$ cat config.mk
export PLATFORM = sky130hd
export DESIGN_NAME = prog_loader
export DESIGN_NICKNAME = d
export VERILOG_FILES = /design/src/rtl/prog_loader_pkg.sv /design/src/rtl/prog_loader.sv
export SDC_FILE = /design/constraint.sdc
export NUM_CORES = 1
export LEC_CHECK = 0
export BUFFER_PORTS_ARGS = -buffer_cell sky130_fd_sc_hd__buf_4
export CAP_MARGIN = 20
export CORE_MARGIN = 2
export CORE_UTILIZATION = 53
export DETAILED_ROUTE_END_ITERATION = 12
export GPL_TIMING_DRIVEN = 0
export PLACE_DENSITY = 0.81
export SYNTH_ARGS = -nofsm -noshare
export SYNTH_HDL_FRONTEND = slang
export SYNTH_SLANG_ARGS = --single-unit
export TNS_END_PERCENT = 5
$ cat constraint.sdc
create_clock -name clk -period 1.8 [get_ports clk]
set_clock_uncertainty 0.1 [all_clocks]
set_input_delay 0.45 -clock clk [delete_from_list [all_inputs] [get_ports clk]]
set_output_delay 0.45 -clock clk [all_outputs]
set_load 0.01 [all_outputs]
$ cat src/rtl/prog_loader_pkg.sv
// Shared types and helpers for the byte-stream program loader.
package prog_loader_pkg;

  localparam int LEN_W = 16;

  typedef enum logic [2:0] {
    IDLE   = 3'd0,
    LEN_LO = 3'd1,
    LEN_HI = 3'd2,
    DATA   = 3'd3,
    CHECK  = 3'd4,
    DONE   = 3'd5,
    ERR    = 3'd6
  } state_t;

  // Bytes available from base to the top of a 2**aw byte space (33 bits so 2**32 fits).
  function automatic logic [32:0] capacity(input int unsigned aw, input int unsigned base);
    capacity = (33'd1 << aw) - {1'b0, base};
  endfunction

endpackage

$ cat src/rtl/prog_loader.sv
// Framed byte-stream loader: LEN_LO, LEN_HI, payload, XOR checksum -> instruction memory byte writes.
module prog_loader
  import prog_loader_pkg::*;
#(
  parameter int ADDRESS_WIDTH = 16,
  parameter int BASE_ADDR     = 0
) (
  input  logic                     clk,
  input  logic                     rst_n,
  input  logic                     start,
  input  logic [7:0]               in_data,
  input  logic                     in_valid,
  output logic                     in_ready,
  output logic                     mem_we,
  output logic [ADDRESS_WIDTH-1:0] mem_addr,
  output logic [7:0]               mem_wdata,
  output logic                     cpu_hold,
  output logic                     load_done,
  output logic                     load_err
);

  localparam int CMP_W = (LEN_W > ADDRESS_WIDTH + 1) ? LEN_W : ADDRESS_WIDTH + 1;
  localparam logic [CMP_W-1:0] CAP = CMP_W'(capacity(ADDRESS_WIDTH, BASE_ADDR));
  localparam logic [ADDRESS_WIDTH-1:0] BASE = ADDRESS_WIDTH'(BASE_ADDR);

  state_t                   state;
  logic [7:0]               len_lo;
  logic [LEN_W-1:0]         remaining;
  logic [ADDRESS_WIDTH-1:0] wr_ptr;
  logic [7:0]               csum;

  logic             accept;
  logic [LEN_W-1:0] len_full;
  logic [CMP_W-1:0] len_ext;

  // Status outputs are pure decodes of state, so reset clears them immediately.
  assign in_ready  = (state == LEN_LO) || (state == LEN_HI) || (state == DATA) || (state == CHECK);
  assign cpu_hold  = (state != IDLE) && (state != DONE);
  assign load_done = (state == DONE);
  assign load_err  = (state == ERR);

  assign accept   = in_valid && in_ready;
  assign len_full = {in_data, len_lo};
  assign len_ext  = CMP_W'(len_full);

  always_ff @(posedge clk or negedge rst_n) begin
    if (!rst_n) begin
      state     <= IDLE;
      len_lo    <= '0;
      remaining <= '0;
      wr_ptr    <= '0;
      csum      <= '0;
      mem_we    <= 1'b0;
      mem_addr  <= '0;
      mem_wdata <= '0;
    end else begin
      mem_we <= 1'b0;
      case (state)
        IDLE, DONE, ERR: begin
          if (start) state <= LEN_LO;
        end
        LEN_LO: begin
          if (accept) begin
            len_lo <= in_data;
            state  <= LEN_HI;
          end
        end
        LEN_HI: begin
          if (accept) begin
            // Cleared here too so an empty frame checks against 0x00.
            csum <= '0;
            if (len_ext > CAP) begin
              state <= ERR;
            end else if (len_full == '0) begin
              state <= CHECK;
            end else begin
              wr_ptr    <= BASE;
              remaining <= len_full;
              state     <= DATA;
            end
          end
        end
        DATA: begin
          if (accept) begin
            mem_we    <= 1'b1;
            mem_addr  <= wr_ptr;
            mem_wdata <= in_data;
            csum      <= csum ^ in_data;
            wr_ptr    <= wr_ptr + 1'b1;
            remaining <= remaining - 1'b1;
            if (remaining == LEN_W'(1)) state <= CHECK;
          end
        end
        CHECK: begin
          if (accept) state <= (in_data == csum) ? DONE : ERR;
        end
        default: state <= IDLE;
      endcase
    end
  end

endmodule

; Yosys cells after proc, flatten, opt, wreduce, memory -nomap -nowiden
; Cells that the tools add are included.
; W data, S select, Z words.
[totals]
in_bits = 12
wordCells = 69
output_inout_bits = 29
regBits = 76
[classes]
n_bitwise = 1
n_eq_ne = 17
n_addsub = 2
n_reduce_logical = 15
magnitude_cmp = 1
mux = 25
[op_table]
columns = op, n
row1 = $mux W16, 8
row2 = $pmux W16 S2, 2
row3 = $mux W3, 8
row4 = $gt A16 B17 Y1 const B, 1
row5 = $add A16 B1 Y16 const B, 1
row6 = $eq A16 B1 Y1 const B, 1
row7 = $logic_not A16 Y1, 1
row8 = $mux W8, 2
row9 = $pmux W8 S2, 1
row10 = $sub A16 B1 Y16 const B, 1
row11 = $pmux W3 S5, 1
row12 = $ne A2 B2 Y1 const B, 7
row13 = $eq A3 B3 Y1 const B, 3
row14 = $eq A8 B8 Y1, 1
row15 = $xor A8 B8 Y8, 1
row16 = $eq A3 B2 Y1 const B, 2
row17 = $reduce_and A6 Y1, 1
row18 = $reduce_and A5 Y1, 1
row19 = $reduce_and A2 Y1, 2
row20 = $eq A3 B1 Y1 const B, 1
row21 = $logic_not A3 Y1, 1
row22 = $logic_or A1 B1 Y1, 3
row23 = $ne A3 B3 Y1 const B, 1
row24 = $reduce_and A3 Y1, 1
row25 = 7 further kinds, 9

; Longest topological paths before layout
[depth]
depth_word = 7
mapped_depth = 8
mapped_depth_nobuf = 7

; Worst setup path before layout
; OpenSTA, ideal clock, no wires.
[synth_timing]
path_kind = reg2reg
from = register remaining[0]
to = register remaining[14]
path_stages_with_launch = 8
t_required_ps = 1579
arrival_ps = 1782
n_path_buf = 0
setup_time_ps = 121
setup_slack_ps = -203
period_less_slack_ps = 2003
cell_sequence = dfrtp_1 -> inv_1 -> ha_1 -> nor3b_1 -> nand4_1 -> nor3_1 -> o21ai_0 -> a22o_1
[synth_between]
elab_chain_cells = 3
[synth_lines]
columns = element, line
row1 = "start, declared", prog_loader.sv:28  ; logic [LEN_W-1:0] remaining;
row2 = "start signal, assigned", prog_loader.sv:78  ; remaining <= len_full;
row3 = "start signal, assigned", prog_loader.sv:90  ; remaining <= remaining - 1'b1;
row4 = $sub A16 B1 Y16, prog_loader.sv:90
row5 = $mux W16, prog_loader.sv:84  ; if (accept) begin
row6 = $pmux W16 S2, prog_loader.sv:58  ; case (state)
; Every way passes these cells. The select of a mux whose other input is x is not followed.
; A chain may end at the register's enable or synchronous reset.

; Final worst setup path
; Ends and elaborated chain as after synthesis.

==> out/metrics.csv <==
metric,value,unit
end_kind,register,
crit_type,reg2reg,
ir_drop,0.000956,V
antenna_left,0,
p_total,0.00795,W
fillers,524,
cts_made_buffers,9,
numClockSinks,76,
grt_pass1_wl,16100,µm
drive_above_1_share,0.353,
root_buffer,clkbuf_8,
ctsHoldBuffers,0,
portBuffers,40,
drt_pass1_iterations,5,
holdWs,0.134,ns
setup_viol,31,
syn2layout_area_growth,26.9,%
power_frac_comb,0.467,
p_sw_frac,0.408,
crit_arrival,2.13,ns
cts_tree,yes,
rsz0062_at_grt,yes,
cp_slowest_cell,dfrtp_2,
cap_violations,0,
yosysTopAreaCell,dfrtp_1,
synth_top_area_frac,0.481,
p_seq_frac,0.372,
violations,negative setup slack,
grt_usage,0.247,
cp_max_fo,4,
wire_per_inst,17.8,µm
ios,41,
worst_ep_required_time,1.99,ns
hpwl,6440,µm
synth_common_cells,"dfrtp_1, o21ai_0, mux2_2, nor2_1, a21oi_1",
multi_input_area,2060,µm²
post_dp_cell_area,4390,µm²
viasPerCell,6.17,
p_per_area,1580,nW/µm²
period_share,1.07,
cts_htree_levels,3,
seq_area,1910,µm²
drv_slew,0,
seq_area_frac_synth,0.481,
clkPwrFrac,0.161,
grt_max_degree,77,
gp_congestion,0.925,
rows,31,
drt-total-wl,10000,µm
grt_overflow,0,
initialDrtViolationCount,504,
worstMarginPinSlew,0.955,ns
grt_pass1_vias,3263,
fmax,517,MHz
die_x,90.3,µm
syn_inst,386,
synthTopCellsByArea,"dfrtp_1, mux2_2, o21ai_0",
p_leak,2.18,nW
postSynthAreaPerCell,10.2,µm²
path_clk_slew,0.09,ns
cts_buffer_depth,2,
async_flop_share,1.00,
ys_warn_count,0,
ys.flop_type,dfrtp_1,
hold_viol,0,
dieArea,8160,µm²
antenna_found_initial,0,
worst_setup_path_start_kind,register,
fin_tns_setup,-2.01,ns
drc_errors,0,
syn_nets,401,
synth_cell_types,55,
antenna_cells,0,
syn_area,3950,µm²
period_needed,1.93,ns
status,"finished, violations left",
cell_internal_pwr,0.00470,W
start_util,0.545,
synth_edf_count,0,
fin_nets,474,
vias,3471,
die_h,90.3,µm
crit_chain,"inv_2, ha_2, nor3b_4, nand4_1, buf_4, o31ai_1, a22o_1",
slew_headroom,0.363,
min_path_type,in2async,
max_stage_delay,0.46,ns
clk_latency,0.37,ns
design_area,5010,µm²
fin_ws,-0.133,ns
synth_seq_cells,76,
p_sw,0.00324,W
synth_most_common_cell,dfrtp_1,
core_area,7250,µm²
[power by group through the flow]
stage,logic [W],registers (W),clock network (W)
floorplan,0.00201,0.00279,0
global route,0.00400,0.00303,0.00137
finish,0.00371,0.00296,0.00128
global placement,0.00285,0.00282,0
detailed placement,0.00294,0.00285,0
CTS,0.00342,0.00292,0.00129
[path summary, 6_finish.rpt]
check | from | slack [ns] | end | cells past startpoint
setup / recovery | remaining[0] | -0.13 | remaining[14] | 7
hold / removal | rst_n | 0.13 | mem_we | 1
setup reg to reg | remaining[0] | -0.13 | remaining[14] | 7
hold reg to reg | mem_addr[9] | 0.40 | mem_addr[9] | 2
max in group asynchronous | rst_n | 0.80 | state[1] | 1
min in group clk | in_data[4] | 0.31 | len_lo[4] | 2
[repair_timing]
action,in CTS,in global routing
endpoints found under the setup margin,69,52
pin swaps,10,12
buffers inserted,19,5
resized for setup,46,20
endpoints found under the hold margin,0,0
[per-layer routing]
metal	up-vias	GRT usage	share of wire
li1	1557	-	-
met3	22	0.0501	0.080
met5	-	0	0
met4	0	0.0936	0.022
met1	1714	0.355	0.43
met2	178	0.371	0.47
[cell families (layout without fill, tap and decap cells)]
logic type               Yosys count  after routing  synth area share
AND/OR/NAND/NOR                  122            122             0.180
XOR/XNOR                          15             15            0.0332
flip-flops                        76             76             0.481
multiplexers                      33             33            0.0944
AO/OA/AOI/OAI                    102            102             0.162
adder cells (fa/ha/maj)            3              3           0.00950
buffers and inverters             35            113            0.0389
[placed cells by master, fill, tap and decap left out, types with 4 or more instances in the layout]
master,count
nor3_2,5
nor2_1,26
xnor2_1,7
o21ai_0,35
nand4_1,9
nand3_1,14
mux2_2,30
nor3_1,4
a21oi_1,23
nand2b_1,11
clkbuf_1,5
buf_4,64
inv_1,12
clkbuf_8,9
buf_6,7
nor4_4,5
nand2_1,16
dfrtp_1,73
xor2_1,7
o21ai_1,4
a22o_1,10
[metrics by stage]
step           setup slack (ns)   util  cells
2_1_floorplan          -0.00265      -    386
3_3_place_gp             -0.407  0.605    525
3_5_place_dp             -0.421  0.605    525
4_1_cts                 -0.0914  0.673    558
5_1_grt                  -0.174  0.691    563
6_report                 -0.133  0.691    563
[registers in the layout (all words and copies together), names as in the netlist]
name and count:
wr_ptr 16, mem_we 1, len_lo 8, state 3
remaining 16, mem_wdata 8, csum 8, mem_addr 16
[worst max-delay path: cells and delay by family (launching register included)]
kind / cells / cell delay [ns]
compound gates: 2 / 0.36
fa+ha+maj: 1 / 0.18
simple gates: 2 / 0.50
flops: 1 / 0.46
buf+inv: 2 / 0.28
[final cells by class]
type,instances,share of cell area
multi-input cells,275,0.410
flip-flops and latches,76,0.380
repair buffers,64,0.101
plain buffers,19,0.0354
clock buffers,9,0.0247
well taps,99,0.0247
clock inverters,7,0.0130
inverters,14,0.0110
Note: power is estimated with default switching activity, not from simulation.
